### config.mk
export PLATFORM = sky130hd
export DESIGN_NAME = instr_feeder
export DESIGN_NICKNAME = d
export VERILOG_FILES = /design/src/rtl/instr_feeder.sv
export SDC_FILE = /design/constraint.sdc
export NUM_CORES = 1
export LEC_CHECK = 0
export ABC_AREA = 0
export CORE_MARGIN = 3
export CORE_UTILIZATION = 27
export CTS_BUF_LIST = sky130_fd_sc_hd__clkbuf_8 sky130_fd_sc_hd__clkbuf_16
export DETAILED_ROUTE_END_ITERATION = 16
export PLACE_DENSITY = 0.43
export SLEW_MARGIN = 15
export SYNTH_ARGS = -nofsm -noshare
export SYNTH_HDL_FRONTEND = slang
export SYNTH_SLANG_ARGS = --single-unit
### constraint.sdc
create_clock -name clk_i -period 4.55 [get_ports clk_i]
set_input_delay 0.455 -clock clk_i [delete_from_list [all_inputs] [get_ports clk_i]]
set_output_delay 0.455 -clock clk_i [all_outputs]
set_load 0.01 [all_outputs]
### src/rtl/instr_feeder.sv
// instr_feeder: fetch-port responder fed from an instruction FIFO.
// Optional grant stall port: define INSTR_FEEDER_GNT_STALL_EN.
module instr_feeder #(
  parameter int          DEPTH     = 8,
  parameter int          LATENCY   = 1,
  parameter logic [31:0] NOP_INSTR = 32'h00000013
) (
  input  logic                     clk_i,
  input  logic                     rst_i,
  input  logic                     inst_valid_i,
  input  logic [31:0]              inst_data_i,
  output logic                     inst_ready_o,
  input  logic                     instr_req_i,
  input  logic [31:0]              instr_addr_i,
`ifdef INSTR_FEEDER_GNT_STALL_EN
  input  logic                     gnt_stall_i,
`endif
  output logic                     instr_gnt_o,
  output logic                     instr_rvalid_o,
  output logic [31:0]              instr_rdata_o,
  output logic [$clog2(DEPTH):0]   fifo_count_o,
  output logic [31:0]              last_addr_o,
  output logic [31:0]              fetch_count_o,
  output logic [15:0]              underflow_count_o
);

  localparam int AW = $clog2(DEPTH);
  localparam int CW = AW + 1;

  logic [31:0]   r_mem [DEPTH];
  logic [AW-1:0] r_wr_ptr;
  logic [AW-1:0] r_rd_ptr;
  logic [CW-1:0] r_count;
  logic          r_pv [LATENCY];
  logic [31:0]   r_pd [LATENCY];
  logic [31:0]   r_last_addr;
  logic [31:0]   r_fetch_cnt;
  logic [15:0]   r_uf_cnt;

  logic          w_gnt;
  logic          w_push;
  logic          w_pop;
  logic          w_nop;
  logic [31:0]   w_head;

`ifdef INSTR_FEEDER_GNT_STALL_EN
  assign w_gnt = instr_req_i && !gnt_stall_i && !rst_i;
`else
  assign w_gnt = instr_req_i && !rst_i;
`endif

  // Ready looks only at the registered count, so a full FIFO
  // refuses a push even when a pop happens in the same cycle.
  assign inst_ready_o = (r_count < CW'(DEPTH));
  assign w_push       = inst_valid_i && inst_ready_o;
  assign w_pop        = w_gnt && (r_count != '0);
  assign w_nop        = w_gnt && (r_count == '0);
  assign w_head       = r_mem[r_rd_ptr];

  assign instr_gnt_o       = w_gnt;
  assign instr_rvalid_o    = r_pv[LATENCY-1];
  assign instr_rdata_o     = r_pd[LATENCY-1];
  assign fifo_count_o      = r_count;
  assign last_addr_o       = r_last_addr;
  assign fetch_count_o     = r_fetch_cnt;
  assign underflow_count_o = r_uf_cnt;

  // FIFO storage write at the tail; contents need no reset.
  always_ff @(posedge clk_i) begin
    if (w_push) begin
      r_mem[r_wr_ptr] <= inst_data_i;
    end
  end

  // Pointers, occupancy, response pipeline and fetch statistics.
  always_ff @(posedge clk_i) begin
    if (rst_i) begin
      r_wr_ptr    <= '0;
      r_rd_ptr    <= '0;
      r_count     <= '0;
      r_last_addr <= '0;
      r_fetch_cnt <= '0;
      r_uf_cnt    <= '0;
      for (int i = 0; i < LATENCY; i++) begin
        r_pv[i] <= 1'b0;
        r_pd[i] <= '0;
      end
    end else begin
      if (w_push) begin
        r_wr_ptr <= r_wr_ptr + AW'(1);
      end
      if (w_pop) begin
        r_rd_ptr <= r_rd_ptr + AW'(1);
      end
      case ({w_push, w_pop})
        2'b10:   r_count <= r_count + CW'(1);
        2'b01:   r_count <= r_count - CW'(1);
        default: r_count <= r_count;
      endcase

      r_pv[0] <= w_gnt;
      if (w_gnt) begin
        r_pd[0] <= w_pop ? w_head : NOP_INSTR;
      end
      // Data only advances behind a valid, so the output word
      // holds its last delivered value between pulses.
      for (int i = 1; i < LATENCY; i++) begin
        r_pv[i] <= r_pv[i-1];
        if (r_pv[i-1]) begin
          r_pd[i] <= r_pd[i-1];
        end
      end

      if (w_gnt) begin
        r_last_addr <= instr_addr_i;
        r_fetch_cnt <= r_fetch_cnt + 32'd1;
      end
      if (w_nop && (r_uf_cnt != 16'hFFFF)) begin
        r_uf_cnt <= r_uf_cnt + 16'd1;
      end
    end
  end

endmodule

==> results.md, run 1 <==
- Outcome: finished, final reports clean
- Vias in the first global route: 8740
- Clk pwr share: 0.405
- Total negative slack: 0 ns
- Library cells used by synthesis: 45
- TritonCTS clock tree: built
- Final Max Tran Viols: 0
- Htree depth: 2
- Worst-path fanout max: 10
- RSZ-0062 raised after global routing: false
- Clk_skew: 0.0140 ns
- Synthesized area: 14900 µm²
- Final weighted congestion in routability-driven placement: 0.707
- Peak supply drop: 0.240 mV
- Worst hold path class: input pin to register
- Worst skew pair latency: 0.56 ns
- Synthesized flop and latch total: 382
- Die area: 58000 µm²
- Final setup vio count: 0
- Core Footprint: 54100 µm²
- Largest net degree at the start of global routing: 58
- Initial antenna violation count: 2
- Placed Cells incl. Taps: 1770
- GRT overflow: 0
- CTS Buffer Depth: 3
- Synth Instances: 917
- Iteration-0 DRC Markers: 469
- CTS root buffer: clkbuf_16
- WS Path Type: register to register
- Area delta synth->final: 27.9%
- CTS buffer count: 44
- # hold bufs at CTS: 0
- Area after DPL: 17700 µm²
- First-pass GRT wire length: 54800 µm
- Seq pwr share: 0.489
- Minimum clock period: 2.77 ns
- Cell Pwr Density: 433 nW/µm²
- Port Buffers: 186
- Fin cells: 1850
- Total leakage power: 0.00618 µW
- Routed WL per cell: 19.6 µm
- Layout cells sized above 1: 0.151
- Comb power frac: 0.106
- Wirelength, routed: 36200 µm
- Post-detailed-route count of antenna-violating nets: 0
- Sequential share of the synthesized area: 0.708
- DR pass1 iterations: 4
- Routed vias/inst: 4.56
- Final net count: 1194
- MaxCap Viol Count: 0
- DRC Markers: 0
- Final total power: 8230 µW
- Crit start category: register
- Internal power: 6290 µW
- Slew HR: 0.301
- Synth Net Count: 991
- Post-route cell area: 19000 µm²
- Critical path data arrival time: 3.26 ns
- Total track usage: 0.125
- Slew @ Worst Pin: 1.05 ns
- N_diodes: 0
- Postcts setup bufs: 0
- Post-synth EDFFs: 288
- Resize count post-CTS: 0
- Syn_area_per_cell: 16.2 µm²
- Initial cell density of the core: 0.275
- Period utilization: 0.609
- Psw: 1940 µW
- Clk slew on worst S/H paths: 0.06 ns
- Yosys warns: 0
- Die H: 241 µm
- Switching share of power: 0.236
- Core Rows: 85
- Asr flop ratio synth: 0
- Critical path capture point type: register
- Top Ports: 187
- F_max: 0.361 GHz
- Die W: 241 µm
- DPL Wire Length: 22500 µm
- Data required time of the worst path: 5.04 ns
- Hold WS: 0.338 ns
- Hold Fails Final Rpt: 0
- Main synth FF type: edfxtp_1
- Clock sink total: 382
- Via Count: 8431
area by class of cell:
cell class,count,area [µm²]
clock buffer,46,1140
clock inverter,34,231
fill,5143,35100
inverter,10,37.5
multi-input combinational,475,4160
sequential,382,10500
tap,696,871
timing repair buffer,207,2050
power by group through the flow:
stage               logic, µW  clock network, µW  registers (µW)
detailed placement        894                  0            4110
global route              951               3610            4050
floorplan                 525                  0            4060
CTS                       899               3470            4030
finish                    871               3330            4030
global placement          897                  0            4110
layout by cell type (no fill, tap or decap), types with 6 or more instances in the layout:
cell and n:
clkbuf_16 45, xor2_1 11, nand2_1 25, mux2i_1 67, nor2_1 98, nand3_1 16, ha_1 6, inv_1 22
mux2_2 15, clkdlybuf4s50_1 184, clkinv_1 13, edfxtp_1 288, nand4_1 16, and4_1 6, nor2b_1 15, o21ai_0 10
o31ai_1 14, nor4_1 13, dfxtp_1 91, or3_1 6, or4_1 16, a21oi_1 26, mux4_2 64, buf_4 19
nor2_4 6
synthesized netlist by cell type (11+ instances only):
library cell,n,share of area
edfxtp_1,288,0.58
nor2_1,104,0.026
dfxtp_1,94,0.13
mux2i_1,67,0.045
mux4_2,64,0.097
clkbuf_1,35,0.0088
a21oi_1,26,0.0087
nand2_1,25,0.0063
nand3_1,16,0.0054
nand4_1,16,0.0067
or4_1,16,0.0081
mux2_2,15,0.011
nor2b_1,15,0.0063
o31ai_1,14,0.0071
nor4_1,13,0.0055
buf_1,11,0.0028
xor2_1,11,0.0065
final timing paths:
kind                                  startpoint                        endpoint  slack (ns)  depth (start not counted)
hold reg to reg   fetch_count_o[31]$_SDFFE_PP0P_  fetch_count_o[31]$_SDFFE_PP0P_        0.47                          1
setup / recovery    fifo_count_o[1]$_SDFFE_PP0P_    fifo_count_o[2]$_SDFFE_PP0P_        1.78                         10
hold / removal                       instr_req_i   fetch_count_o[0]$_SDFFE_PP0P_        0.34                          3
setup reg to reg    fifo_count_o[1]$_SDFFE_PP0P_    fifo_count_o[2]$_SDFFE_PP0P_        1.78                         10
metal layers:
layer / wire [µm] / share of wire / GRT usage / vias to the layer above
met5: 27 / 0.00075 / 0 / -
met4: 690 / 0.019 / 0.0337 / 4
met3: 1450 / 0.040 / 0.0265 / 51
met2: 18100 / 0.50 / 0.214 / 143
met1: 16000 / 0.44 / 0.163 / 4254
li1: - / - / - / 3979
critical path, cell delays in order, from the launching register on:
cell	delay, ns
dfxtp_1	0.40
or4_1	0.66
nand2_1	0.14
inv_1	0.10
ha_1	0.28
xor2_1	0.17
ha_1	0.22
nor4b_1	0.25
a21oi_1	0.10
a31o_2	0.25
a21oi_1	0.13
registers in the layout (all words and copies together) (netlist names), named ones only:
register and count:
r_pv 1, fetch_count_o 32, r_rd_ptr 3, r_mem 256, r_pd 32, fifo_count_o 4, r_wr_ptr 3, underflow_count_o 16
last_addr_o 32
cell families after synthesis:
kind of cell	count (synthesis)	share of synthesized area
AOI/OAI and AO/OA	60	0.0246
xor gates and xnor gates	16	0.00942
adders and majority gates	6	0.00505
buffers and inverters	60	0.0162
DFF	382	0.708
muxes	146	0.153
and+or+nand+nor	247	0.0836
metrics by stage:
stage | worst slack (ns) | utilization
CTS | 1.76 | 0.351
finish | 1.78 | 0.351
global placement | 1.38 | 0.326
floorplan | 0.984 | -
global route | 1.53 | 0.351
detailed placement | 1.42 | 0.326
Power figures use the tool's default switching activity.
==> run 2, diff against run 1 <==
--- a/config.mk
+++ b/config.mk
@@ -10,7 +10,7 @@
 export CORE_UTILIZATION = 27
 export CTS_BUF_LIST = sky130_fd_sc_hd__clkbuf_8 sky130_fd_sc_hd__clkbuf_16
 export DETAILED_ROUTE_END_ITERATION = 16
-export PLACE_DENSITY = 0.43
+export PLACE_DENSITY = 0.44
 export SLEW_MARGIN = 15
 export SYNTH_ARGS = -nofsm -noshare
 export SYNTH_HDL_FRONTEND = slang
==> constraint.sdc (replaced) <==
create_clock -name clk_i -period 2.3 [get_ports clk_i]
set_input_delay 0.23 -clock clk_i [delete_from_list [all_inputs] [get_ports clk_i]]
set_output_delay 0.23 -clock clk_i [all_outputs]
set_load 0.01 [all_outputs]
==> results.md, run 2 (same netlist as run 1, synthesis figures left out) <==
- Outcome: finished, final reports clean
- Most flops, register: r_mem
- Core Rows: 85 (unchanged)
- DRC Markers: 0 (unchanged)
- Total track usage: 0.130 (+0.00461)
- Largest register FFs: 256 (unchanged)
- Minimum clock period: 2.27 ns (-0.503 ns)
- Die H: 241 µm (unchanged)
- Iteration-0 DRC Markers: 514 (+9.6%)
- Peak supply drop: 0.439 mV (+83%)
- F_max: 0.441 GHz (+22%)
- WS Path Type: register to register
- Die area: 58000 µm² (unchanged)
- CTS root buffer: clkbuf_16
- Final net count: 1236 (+3.5%)
- Port Buffers: 186 (unchanged)
- CTS Buffer Depth: 3 (unchanged)
- Wirelength, routed: 37300 µm (+3.0%)
- Final weighted congestion in routability-driven placement: 0.739 (+4.6%)
- Layout cells sized above 1: 0.190 (+0.0388)
- Worst Path Buf+Inv: 1 (unchanged)
- MaxCap Viol Count: 0 (unchanged)
- Initial cell density of the core: 0.275 (unchanged)
- Worst hold path class: input pin to register
- TritonCTS clock tree: built
- Slowest stage delay, CP: 0.56 ns (-0.10 ns)
- Final setup vio count: 0 (unchanged)
- Final Max Tran Viols: 0 (unchanged)
- Critical path data arrival time: 2.77 ns (-0.49 ns)
- Via Count: 8704 (+3.2%)
- DR pass1 iterations: 6 (+2)
- Worst skew pair latency: 0.57 ns (about the same)
- Routed vias/inst: 4.61 (+1.1%)
- Worst-path cell chain: or4_4 -> nand2_2 -> inv_2 -> ha_4 -> xor2_1 -> ha_2 -> nor4b_2 -> a21oi_1 -> a31o_2 -> a21oi_2
- Worst path top cell family by delay: simple AND/OR/NAND/NOR gates
- Clk slew on worst S/H paths: 0.06 ns (about the same)
- Area delta synth->final: 31.2%
- Hold Path Depth: 4 (+1)
- Post-detailed-route count of antenna-violating nets: 0 (unchanged)
- Clk_skew: 0.0155 ns (+0.00150 ns)
- First-pass GRT wire length: 57100 µm (+4.1%)
- Most frequent cells in the layout: edfxtp_1 (288), clkdlybuf4s50_1 (184), nor2_1 (98), dfxtp_1 (90), mux2i_1 (67)
- Worst path slowest cell: or4_4
- Vias in the first global route: 9089 (+4.0%)
- Total leakage power: 0.00642 µW (+4.0%)
- DPL Wire Length: 23700 µm (+5.4%)
- Top Ports: 187 (unchanged)
- Cell Pwr Density: 841 nW/µm² (+94%)
- Slew @ Worst Pin: 0.700 ns (-0.349 ns)
- Reg2reg path depth: 10 (unchanged)
- Finished Core Util: 0.361 (+0.00915)
- Die W: 241 µm (unchanged)
- CTS buffer count: 43 (-2.3%)
- Hold WS: 0.233 ns (-0.105 ns)
- Clock sink total: 382 (unchanged)
- Routed WL per cell: 19.7 µm (+0.90%)
- Critical Path Stages: 10 (unchanged)
- GRT overflow: 0 (unchanged)
- Core Footprint: 54100 µm² (unchanged)
- Data required time of the worst path: 2.80 ns (-2.24 ns)
- Largest net degree at the start of global routing: 63 (+8.6%)
- Crit start category: register
- Worst-path fanout max: 5 (-5)
- RSZ-0062 raised after global routing: true
- Initial antenna violation count: 5 (+3)
- Htree depth: 2 (unchanged)
- Slew HR: 0.533 (+0.232)
- Critical path capture point type: register
- Commonest non-fill, non-tap cell in the layout: edfxtp_1
- Hold Fails Final Rpt: 0 (unchanged)
- Period utilization: 0.987 (+0.377)
-- run 2: cell count changes in the layout (fill, tap and decap cells not counted), moves of 2 or more --
cell      previous run  this run
a211oi_1             3         1
inv_1               22        24
buf_12               3        15
clkbuf_8             1         5
clkinv_2             4         0
inv_16               0         2
nor3_2               2         0
nor3_4               0         2
buf_4               19        50
a211oi_2             0         2
inv_6                0         2
clkinv_1            13         6
ha_1                 6         4
-- run 2: final cells by class --
cell class / count / area, µm²
timing repair buffer: 250 / 2520
clock inverter: 26 / 166
inverter: 10 / 37.5
clock buffer: 49 / 1170
sequential: 382 / 10500
fill: 5146 / 34600
tap: 696 / 871
multi-input combinational: 475 / 4210
antenna: 1 / 2.50
-- run 2: metrics by stage --
step	std cells	setup slack [ns]	setup TNS (ns)	cell area, µm²	power [µW]
after floorplan	917	-0.313	-62.03	14900	9100
after global placement	1813	-0.101	-0.624	18200	10100
after detailed placement	1813	-0.0840	-1.13	18200	10100
after CTS	1888	0.0274	0	19500	16700
after global routing	1888	-0.0739	-0.111	19500	17200
final	1889	0.0301	0	19500	16400
-- run 2: routing by layer --
metal / GRT usage / up-vias / share of wire
met5: 0 / - / 0.0018
met4: 0.0359 / 8 / 0.022
met3: 0.0336 / 69 / 0.053
met2: 0.211 / 178 / 0.47
met1: 0.174 / 4397 / 0.45
li1: - / 4052 / -
-- run 2: path summary, 6_finish.rpt --
path                                  start                              to  slack [ns]
max reg2reg    fifo_count_o[0]$_SDFFE_PP0P_    fifo_count_o[2]$_SDFFE_PP0P_        0.03
max            fifo_count_o[0]$_SDFFE_PP0P_    fifo_count_o[2]$_SDFFE_PP0P_        0.03
min                             instr_req_i                 r_pv[0]$_DFF_P_        0.23
min reg2reg  fetch_count_o[31]$_SDFFE_PP0P_  fetch_count_o[31]$_SDFFE_PP0P_        0.46
-- run 2: where the power goes --
group | total, µW | internal [µW] | switching, µW
sequential | 7840 | 7710 | 125
clock | 6510 | 3750 | 2760
combinational | 2060 | 1060 | 1000
total | 16400 | 12500 | 3880
-- run 2: timing repair --
| item | in CTS | in global routing |
|---|---|---|
| resized for setup | 1 | 2 |
| endpoints found under the setup margin | 1 | 2 |
| hold buffers | 0 | 0 |
| setup buffers | 0 | 0 |
-- run 2: worst min-delay path, stage by stage --
cell and delay [ns]:
buf_2 0.14, nand2b_1 0.12, clkinv_1 0.08, buf_4 0.17
